File: src/rtl/hazard_detection_unit_pkg.sv
// Shared pipeline definitions for the ID-stage hazard logic.
// This package holds the register-index width, the x0 encoding and the index type.
package hazard_detection_unit_pkg;

    // Width of a register-file index (x0..x31 for RV32).
    localparam int REG_ADDR_W = 5;

    // Register-file index type used by all ID-stage comparators.
    typedef logic [REG_ADDR_W-1:0] reg_idx_t;

    // x0 is hardwired to zero, so a write to it never produces a value worth waiting for.
    localparam reg_idx_t REG_X0 = '0;

endpackage : hazard_detection_unit_pkg

File: src/rtl/hazard_detection_unit_compare.sv
// Load-use comparator.
// It raises hazard when the load in ID/EX writes a non-x0 register that the
// instruction in IF/ID reads through rs1 or rs2.
module hazard_compare
    import hazard_detection_unit_pkg::*;
(
    input  reg_idx_t rs1,
    input  reg_idx_t rs2,
    input  reg_idx_t rd,
    input  logic     mem_read,
    output logic     hazard
);

    logic rd_live;
    logic src_match;

    // Detect a load whose destination is read by the next instruction.
    always_comb begin
        // NOTE: every signal gets a default first so that no path can leave it unassigned and infer a latch.
        rd_live   = 1'b0;
        src_match = 1'b0;
        hazard    = 1'b0;

        rd_live   = (rd != REG_X0);
        src_match = (rd == rs1) || (rd == rs2);
        // ALU producers are covered by forwarding; only a load result arrives too late.
        hazard    = mem_read && rd_live && src_match;
    end

endmodule : hazard_compare

File: src/rtl/hazard_detection_unit.sv
// Load-use hazard detection unit for the ID stage of the 5-stage RV32 pipeline.
// It freezes PC and IF/ID and bubbles ID/EX while a load-use hazard is present,
// and keeps a registered copy of the last hazard plus a saturating stall counter.
module hazard_detection_unit #(
    parameter int REG_ADDR_W = hazard_detection_unit_pkg::REG_ADDR_W,
    parameter int CNT_W      = 32
) (
    input  logic                  clk,
    input  logic                  rst,
    input  logic [REG_ADDR_W-1:0] if_id_rs1,
    input  logic [REG_ADDR_W-1:0] if_id_rs2,
    input  logic [REG_ADDR_W-1:0] id_ex_rd,
    input  logic                  id_ex_mem_read,
    output logic                  PCWrite,
    output logic                  if_id_write,
    output logic                  control_mux_sig,
    output logic                  stall_prev,
    output logic [CNT_W-1:0]      stall_count
);

    localparam logic [CNT_W-1:0] CNT_ONE = {{(CNT_W-1){1'b0}}, 1'b1};
    localparam logic [CNT_W-1:0] CNT_MAX = '1;

    logic hazard;

    hazard_compare u_compare (
        .rs1      (if_id_rs1),
        .rs2      (if_id_rs2),
        .rd       (id_ex_rd),
        .mem_read (id_ex_mem_read),
        .hazard   (hazard)
    );

    // Stall controls follow the inputs with zero latency and are independent of reset.
    always_comb begin
        PCWrite         = 1'b1;
        if_id_write     = 1'b1;
        control_mux_sig = 1'b0;
        if (hazard) begin
            PCWrite         = 1'b0;
            if_id_write     = 1'b0;
            control_mux_sig = 1'b1;
        end
    end

    // Remember whether the previous cycle was a stall cycle.
    always_ff @(posedge clk or posedge rst) begin
        // NOTE: sequential state uses non-blocking assignments so every flop samples pre-edge values.
        if (rst) begin
            stall_prev <= 1'b0;
        end else begin
            stall_prev <= hazard;
        end
    end

    // Count stall cycles, holding at all-ones instead of wrapping.
    always_ff @(posedge clk or posedge rst) begin
        if (rst) begin
            stall_count <= '0;
        end else if (hazard && (stall_count != CNT_MAX)) begin
            stall_count <= stall_count + CNT_ONE;
        end
    end

endmodule : hazard_detection_unit

File: config.mk
export PLATFORM = sky130hd
export DESIGN_NAME = hazard_detection_unit
export DESIGN_NICKNAME = d
export VERILOG_FILES = /design/src/rtl/hazard_detection_unit_pkg.sv /design/src/rtl/hazard_detection_unit_compare.sv /design/src/rtl/hazard_detection_unit.sv
export SDC_FILE = /design/constraint.sdc
export NUM_CORES = 1
export LEC_CHECK = 0
export BUFFER_PORTS_ARGS = -buffer_cell sky130_fd_sc_hd__buf_4
export CORE_MARGIN = 3
export CORE_UTILIZATION = 45
export CTS_CLUSTER_SIZE = 24
export DETAILED_ROUTE_END_ITERATION = 12
export GPL_TIMING_DRIVEN = 0
export PLACE_DENSITY_LB_ADDON = 0.3
export SETUP_SLACK_MARGIN = 0.2
export SYNTH_ARGS = -nofsm -noshare
export SYNTH_HDL_FRONTEND = slang
export SYNTH_SLANG_ARGS = --single-unit
File: constraint.sdc
create_clock -name clk -period 4.68 [get_ports clk]
set_clock_uncertainty 0.2 [all_clocks]
set_input_delay 0.936 -clock clk [delete_from_list [all_inputs] [get_ports clk]]
set_output_delay 0.936 -clock clk [all_outputs]
set_load 0.02 [all_outputs]
### After elaboration in Yosys (flattened, before gate mapping)

Index checks and enable logic that the tools add are counted.

* add/sub/neg operators: 1
* eq/ne operators: 3
* mux-type cells: 2
* reduce and logical (&&, ||, !) cells: 5

Operators with widths (number)
* adder 32 x 1 -> 32 bit (second input constant): 1
* != test 32 bit (second input constant): 1
* equality test 5 bit: 2
* nonzero test 5 bit: 1
* logical AND 1 bit: 3
* 2-to-1 mux 1 bit: 2
* logical OR 1 bit: 1

* bits in registers: 33
* bits of input ports: 18
* output and inout bits: 36
* logic and storage cells: 13

### Longest topological paths before layout

* depth in word-level cells: 4
* gate-level depth with buffers: 9
* depth with buffers taken out: 7

### By module

From an unflattened synthesis, not the netlist that was laid out.

* cells, all modules: 171
* area total of the unflattened synthesis: 1775.5 sq um

Modules (own cells, without submodules)
* hazard_detection_unit: times used 1, cells an instance 154, area an instance 1650.3 sq um, seq. area each 825.8 sq um
* hazard_compare: times used 1, cells an instance 17, area an instance 125.1 sq um, seq. area each 0.0 sq um

### Worst setup path before layout

No wires, ideal clock.

* path type: in2out
* from: input id_ex_rd[0]
* to: output if_id_write
* arrival: 2.270 ns
* required time: 3.544 ns
* setup slack: 1.274 ns
* cell stages on the path: 6
* path buffers: 3
* cells stage by stage: or4_1 o21ai_0 nand2b_1 buf_2 buf_2 buf_4

* cells in the longest elaborated chain, start to end: 4
* elaborated cells between the ends (all ways): 7
* classes of those cells: eq/ne (2); mux (1); reduce/logical (4)

Ends and longest elaborated chain
* from (decl): line hazard_detection_unit.sv:12 `input logic [REG_ADDR_W-1:0] id_ex_rd,`
* equality test 5 bit or nonzero test 5 bit (tied branches): line hazard_detection_unit_compare.sv:25, hazard_detection_unit_compare.sv:24
* logical OR 1 bit or logical AND 1 bit (tied branches): line hazard_detection_unit_compare.sv:25, hazard_detection_unit_compare.sv:27
* logical AND 1 bit *: line hazard_detection_unit_compare.sv:27 `hazard = mem_read && rd_live && src_match;`
* 2-to-1 mux 1 bit *
* to (decl): line hazard_detection_unit.sv:15 `output logic if_id_write,`

Every way passes the cells marked *; elsewhere a longest branch is shown, timed or not.

### Final worst setup path

* from: input id_ex_rd[0]
* to: output if_id_write

* cells in the longest elaborated chain, start to end: 4
* elaborated cells between the ends (all ways): 7
* classes of those cells: eq/ne (2); mux (1); reduce/logical (4)

Ends and longest elaborated chain
* equality test 5 bit or nonzero test 5 bit (tied branches): line hazard_detection_unit_compare.sv:25, hazard_detection_unit_compare.sv:24
* logical OR 1 bit or logical AND 1 bit (tied branches): line hazard_detection_unit_compare.sv:25, hazard_detection_unit_compare.sv:27
* logical AND 1 bit *: line hazard_detection_unit_compare.sv:27
* 2-to-1 mux 1 bit *: line hazard_detection_unit.sv:39 `if (hazard) begin`

Marked as above.

==> flow_results.xml <==
<?xml version="1.0" encoding="UTF-8"?>
<metrics>
  <group name="drt">
    <metric name="drt-initial-drc-count" unit="">45</metric>
    <metric name="firstDrtPassIters" unit="">4</metric>
    <metric name="routedWlPerCell" unit="µm">14.31</metric>
    <metric name="drc" unit="">0</metric>
    <metric name="vias" unit="">1523</metric>
    <metric name="routed_via_density" unit="">5.401</metric>
    <metric name="ant_nets" unit="">0</metric>
    <metric name="finalWirelength" unit="mm">4.035</metric>
  </group>
  <group name="clock_tree">
    <metric name="cts_hold_repair.buffers" unit="">0</metric>
    <metric name="clock_tree_from_tritoncts" unit="">yes</metric>
    <metric name="clk_latency" unit="ns">0.28</metric>
    <metric name="post_cts.resized_instances" unit="">0</metric>
    <metric name="cts-buffers-inserted" unit="">5</metric>
    <metric name="depth_of_the_cts_h_tree" unit="">2</metric>
    <metric name="cts.root.buffer_cell" unit="">sky130_fd_sc_hd__clkbuf_8</metric>
    <metric name="clk_pin_slew" unit="ns">0.06</metric>
    <metric name="clock-sinks" unit="">33</metric>
    <metric name="post_cts_setup_inserts" unit="">0</metric>
    <metric name="cts_max_path_buffers" unit="">2</metric>
  </group>
  <group name="cells_and_area">
    <metric name="antenna_diodes" unit="">0</metric>
    <metric name="number_of_fill_cells" unit="">338</metric>
    <metric name="sequential_cell_area" unit="µm²">825.8</metric>
    <metric name="multiInputGateArea" unit="µm²">947.2</metric>
    <metric name="instances_no_fill" unit="">282</metric>
    <metric name="growth_of_design_area_from_synthesis_to_finish" unit="%">31.30</metric>
    <metric name="drive_gt1_share" unit="%">33.33</metric>
    <metric name="final_area" unit="µm²">2399</metric>
    <metric name="number_of_nets_in_the_final_layout" unit="">253</metric>
  </group>
  <group name="setup_path">
    <metric name="worst_path_max_delay_cell" unit="">sky130_fd_sc_hd__or4_1</metric>
    <metric name="worst-r2r-setup-slack" unit="ns">2.20</metric>
    <metric name="crit_chain" unit="">buf_4, or4_1, o21ai_0, nand2b_1, buf_2, buf_2, buf_4, buf_4</metric>
    <metric name="crit_path_frequent_cell" unit="">sky130_fd_sc_hd__buf_4</metric>
    <metric name="timing.critical_path.required" unit="ns">3.54</metric>
    <metric name="timing.critical_path.from" unit="">id_ex_rd[0]</metric>
    <metric name="worstSetupPathType" unit="">input port to output port</metric>
    <metric name="biggest_cell_delay_along_the_critical_path" unit="ns">0.51</metric>
    <metric name="timing.critical_path.arrival" unit="ns">2.59</metric>
    <metric name="worstReg2RegEnd" unit="">stall_count[1]</metric>
    <metric name="critical_path.max_fanout" unit="">11</metric>
    <metric name="cp-start-kind" unit="">input port</metric>
    <metric name="critPathCaptureType" unit="">output port</metric>
    <metric name="worst_r2r_path_depth" unit="">5</metric>
    <metric name="critPathCapture" unit="">if_id_write</metric>
    <metric name="startpoint_of_the_most_critical_register_to_register_path" unit="">stall_count[8]</metric>
  </group>
  <group name="sta">
    <metric name="period_share" unit="%">79.59</metric>
    <metric name="max_transition_margin" unit="%">61.41</metric>
    <metric name="worst_slack" unit="ns">0.9550</metric>
    <metric name="tns" unit="ns">0</metric>
    <metric name="worst_slew_pin_slew" unit="ns">0.5764</metric>
    <metric name="max_freq" unit="GHz">0.2685</metric>
    <metric name="finalSetupViolCount" unit="">0</metric>
    <metric name="period_minus_slack" unit="ns">3.725</metric>
    <metric name="slew_viol_final" unit="">0</metric>
    <metric name="grt_setup_unrepaired" unit="">no</metric>
    <metric name="hold_violations" unit="">0</metric>
  </group>
  <group name="die">
    <metric name="die_width" unit="µm">69.72</metric>
    <metric name="top_level_ports" unit="">54</metric>
    <metric name="placeableCoreArea" unit="µm²">3799</metric>
    <metric name="dieHeight" unit="µm">69.72</metric>
    <metric name="core.rowCount" unit="">22</metric>
    <metric name="start_util" unit="%">48.09</metric>
    <metric name="die_area" unit="µm²">4860</metric>
  </group>
  <group name="pwr">
    <metric name="post-layout-total-power" unit="W">0.0006409</metric>
    <metric name="vdd_drop_max" unit="µV">146.9</metric>
    <metric name="p_leak" unit="nW">1.174</metric>
    <metric name="pwr_dens" unit="nW/µm²">267.2</metric>
  </group>
  <group name="synth">
    <metric name="post_synth_and_or_nand_nor_area_fraction" unit="%">27.74</metric>
    <metric name="async_reset_ff_share" unit="%">100.0</metric>
    <metric name="post_synth_xor_area_fraction" unit="%">18.70</metric>
    <metric name="synth.cell_area" unit="µm²">1827</metric>
    <metric name="yosysWarnings" unit="">0</metric>
    <metric name="synthCells" unit="">173</metric>
    <metric name="synth_fa_ha_area_share" unit="%">0.6849</metric>
    <metric name="yosysSeqAreaShare" unit="%">45.21</metric>
    <metric name="synth_top_area_share" unit="%">45.21</metric>
    <metric name="synth_fp_nets" unit="">192</metric>
    <metric name="post_synth_mux_area_share" unit="%">1.849</metric>
    <metric name="synth_enable_flop_cells" unit="">0</metric>
    <metric name="yosysUniqueCellTypes" unit="">35</metric>
    <metric name="synth_top_flop_cell" unit="">sky130_fd_sc_hd__dfrtp_1</metric>
    <metric name="avgSynthCellArea" unit="µm²">10.56</metric>
    <metric name="yosys_register_bits" unit="">33</metric>
    <metric name="synth.top_cells.by_count" unit="">33 x sky130_fd_sc_hd__dfrtp_1, 24 x sky130_fd_sc_hd__xnor2_1, 15 x sky130_fd_sc_hd__xor2_1</metric>
    <metric name="synth_area_leader_cell" unit="">sky130_fd_sc_hd__dfrtp_1</metric>
    <metric name="synth_top_family_by_area" unit="">simple AND/OR/NAND/NOR gates</metric>
    <metric name="post_synth_main_area_contributors" unit="">sky130_fd_sc_hd__dfrtp_1 45%, sky130_fd_sc_hd__xnor2_1 12%, sky130_fd_sc_hd__xor2_1 7.2%</metric>
    <metric name="post_synthesis_compound_gate_area_fraction" unit="%">2.877</metric>
    <metric name="yosys.cell_count.top_type" unit="">sky130_fd_sc_hd__dfrtp_1</metric>
  </group>
  <group name="global_routing">
    <metric name="gr-usage-all-layers" unit="%">17.87</metric>
    <metric name="grt_first_pass_wirelength" unit="mm">6.996</metric>
    <metric name="maximum_number_of_pins_on_one_net_before_global_route_repair" unit="">34</metric>
    <metric name="grt-ovfl-total" unit="">0</metric>
    <metric name="first_global_vias" unit="">1476</metric>
    <metric name="number_of_antenna_violations_at_the_first_check_in_global_routing" unit="">0</metric>
  </group>
  <group name="flow_run">
    <metric name="drv_cap" unit="">0</metric>
  </group>
  <group name="placement">
    <metric name="port-buffer-count" unit="">53</metric>
    <metric name="place_inst" unit="">274</metric>
    <metric name="hpwlAfterDp" unit="mm">2.933</metric>
    <metric name="routabilityCongestion" unit="">0.7288</metric>
    <metric name="place_area" unit="µm²">2285</metric>
    <metric name="place_ws" unit="ns">0.9557</metric>
  </group>
  <group name="min_path">
    <metric name="min_path_type" unit="">flip-flop to flip-flop</metric>
  </group>
  <group name="status">
    <metric name="run_status" unit="">complete, no violations</metric>
  </group>
</metrics>
## area by class of cell
class | instances | area share (%)
plain buffers | 7 | 1.617
inverters | 4 | 0.6260
well taps | 48 | 2.504
multi-input cells | 129 | 39.49
flip-flops and latches | 33 | 34.43
clock buffers | 7 | 3.599
repair buffers | 54 | 17.74
## worst max-delay path, delay by kind of cell
kind / cells / cell delay [ns]
AOI/OAI and AO/OA: 1 / 0.13
buffers and inverters: 5 / 0.89
and+or+nand+nor: 2 / 0.62
## cell families after synthesis
group | count (synthesis)
compound gates | 5
xor+xnor | 39
fa+ha+maj | 1
buf+inv | 11
flops | 33
mux | 3
simple gates | 81
## flip-flops by register name, summed over array words and instances (netlist names)
register,cells
stall_prev,1
stall_count,32
## how the worst min path moves through the flow
stage,endpoint,start,cells after the start
2_1_floorplan,stall_count[11],stall_count[11],1
5_1_grt,stall_count[11],stall_count[11],1
6_report,stall_count[11],stall_count[11],1
4_1_cts,stall_count[11],stall_count[11],1
3_5_place_dp,stall_count[11],stall_count[11],1
3_3_place_gp,stall_count[11],stall_count[11],1
## metrics by stage
step	utilization [%]	hold WS, ns
final	63.14	0.2958
after floorplan	-	0.3896
after CTS	62.42	0.2996
after global routing	63.14	0.3246
after detailed placement	60.14	0.2882
after global placement	60.14	0.2813
## per-layer routing
layer  global-route usage [%]  routed length (µm)  vias up
li1                         -                   -      738
met1                    22.90                1812      730
met2                    28.71                1881       50
met3                    5.217                 270        5
met4                    6.383                  70        0
met5                        0                   0        -
## where the power goes
group	switching, W	internal [W]	leakage [nW]
sequential	0.0000214	0.000301	0.451
clock	0.0000979	0.000117	0.0443
combinational	0.0000517	0.0000530	0.678
total	0.000171	0.000470	1.17
## layout by cell type (no fill, tap or decap), drive strengths merged
cell type	instances
nand3	14
and2	2
o22ai	1
nand2	9
clkbuf	9
or2	1
nor3	8
nand4	13
a31oi	1
and3	6
buf	59
xor2	15
or4	2
nand2b	3
dfrtp	33
ha	1
nor4b	4
o21ai	2
nor3b	1
nand3b	1
nor4	6
and4	3
a2111oi	1
or3	4
mux2	3
xnor2	24
nor2	4
inv	4
Note: power is estimated with default switching activity, not from simulation.
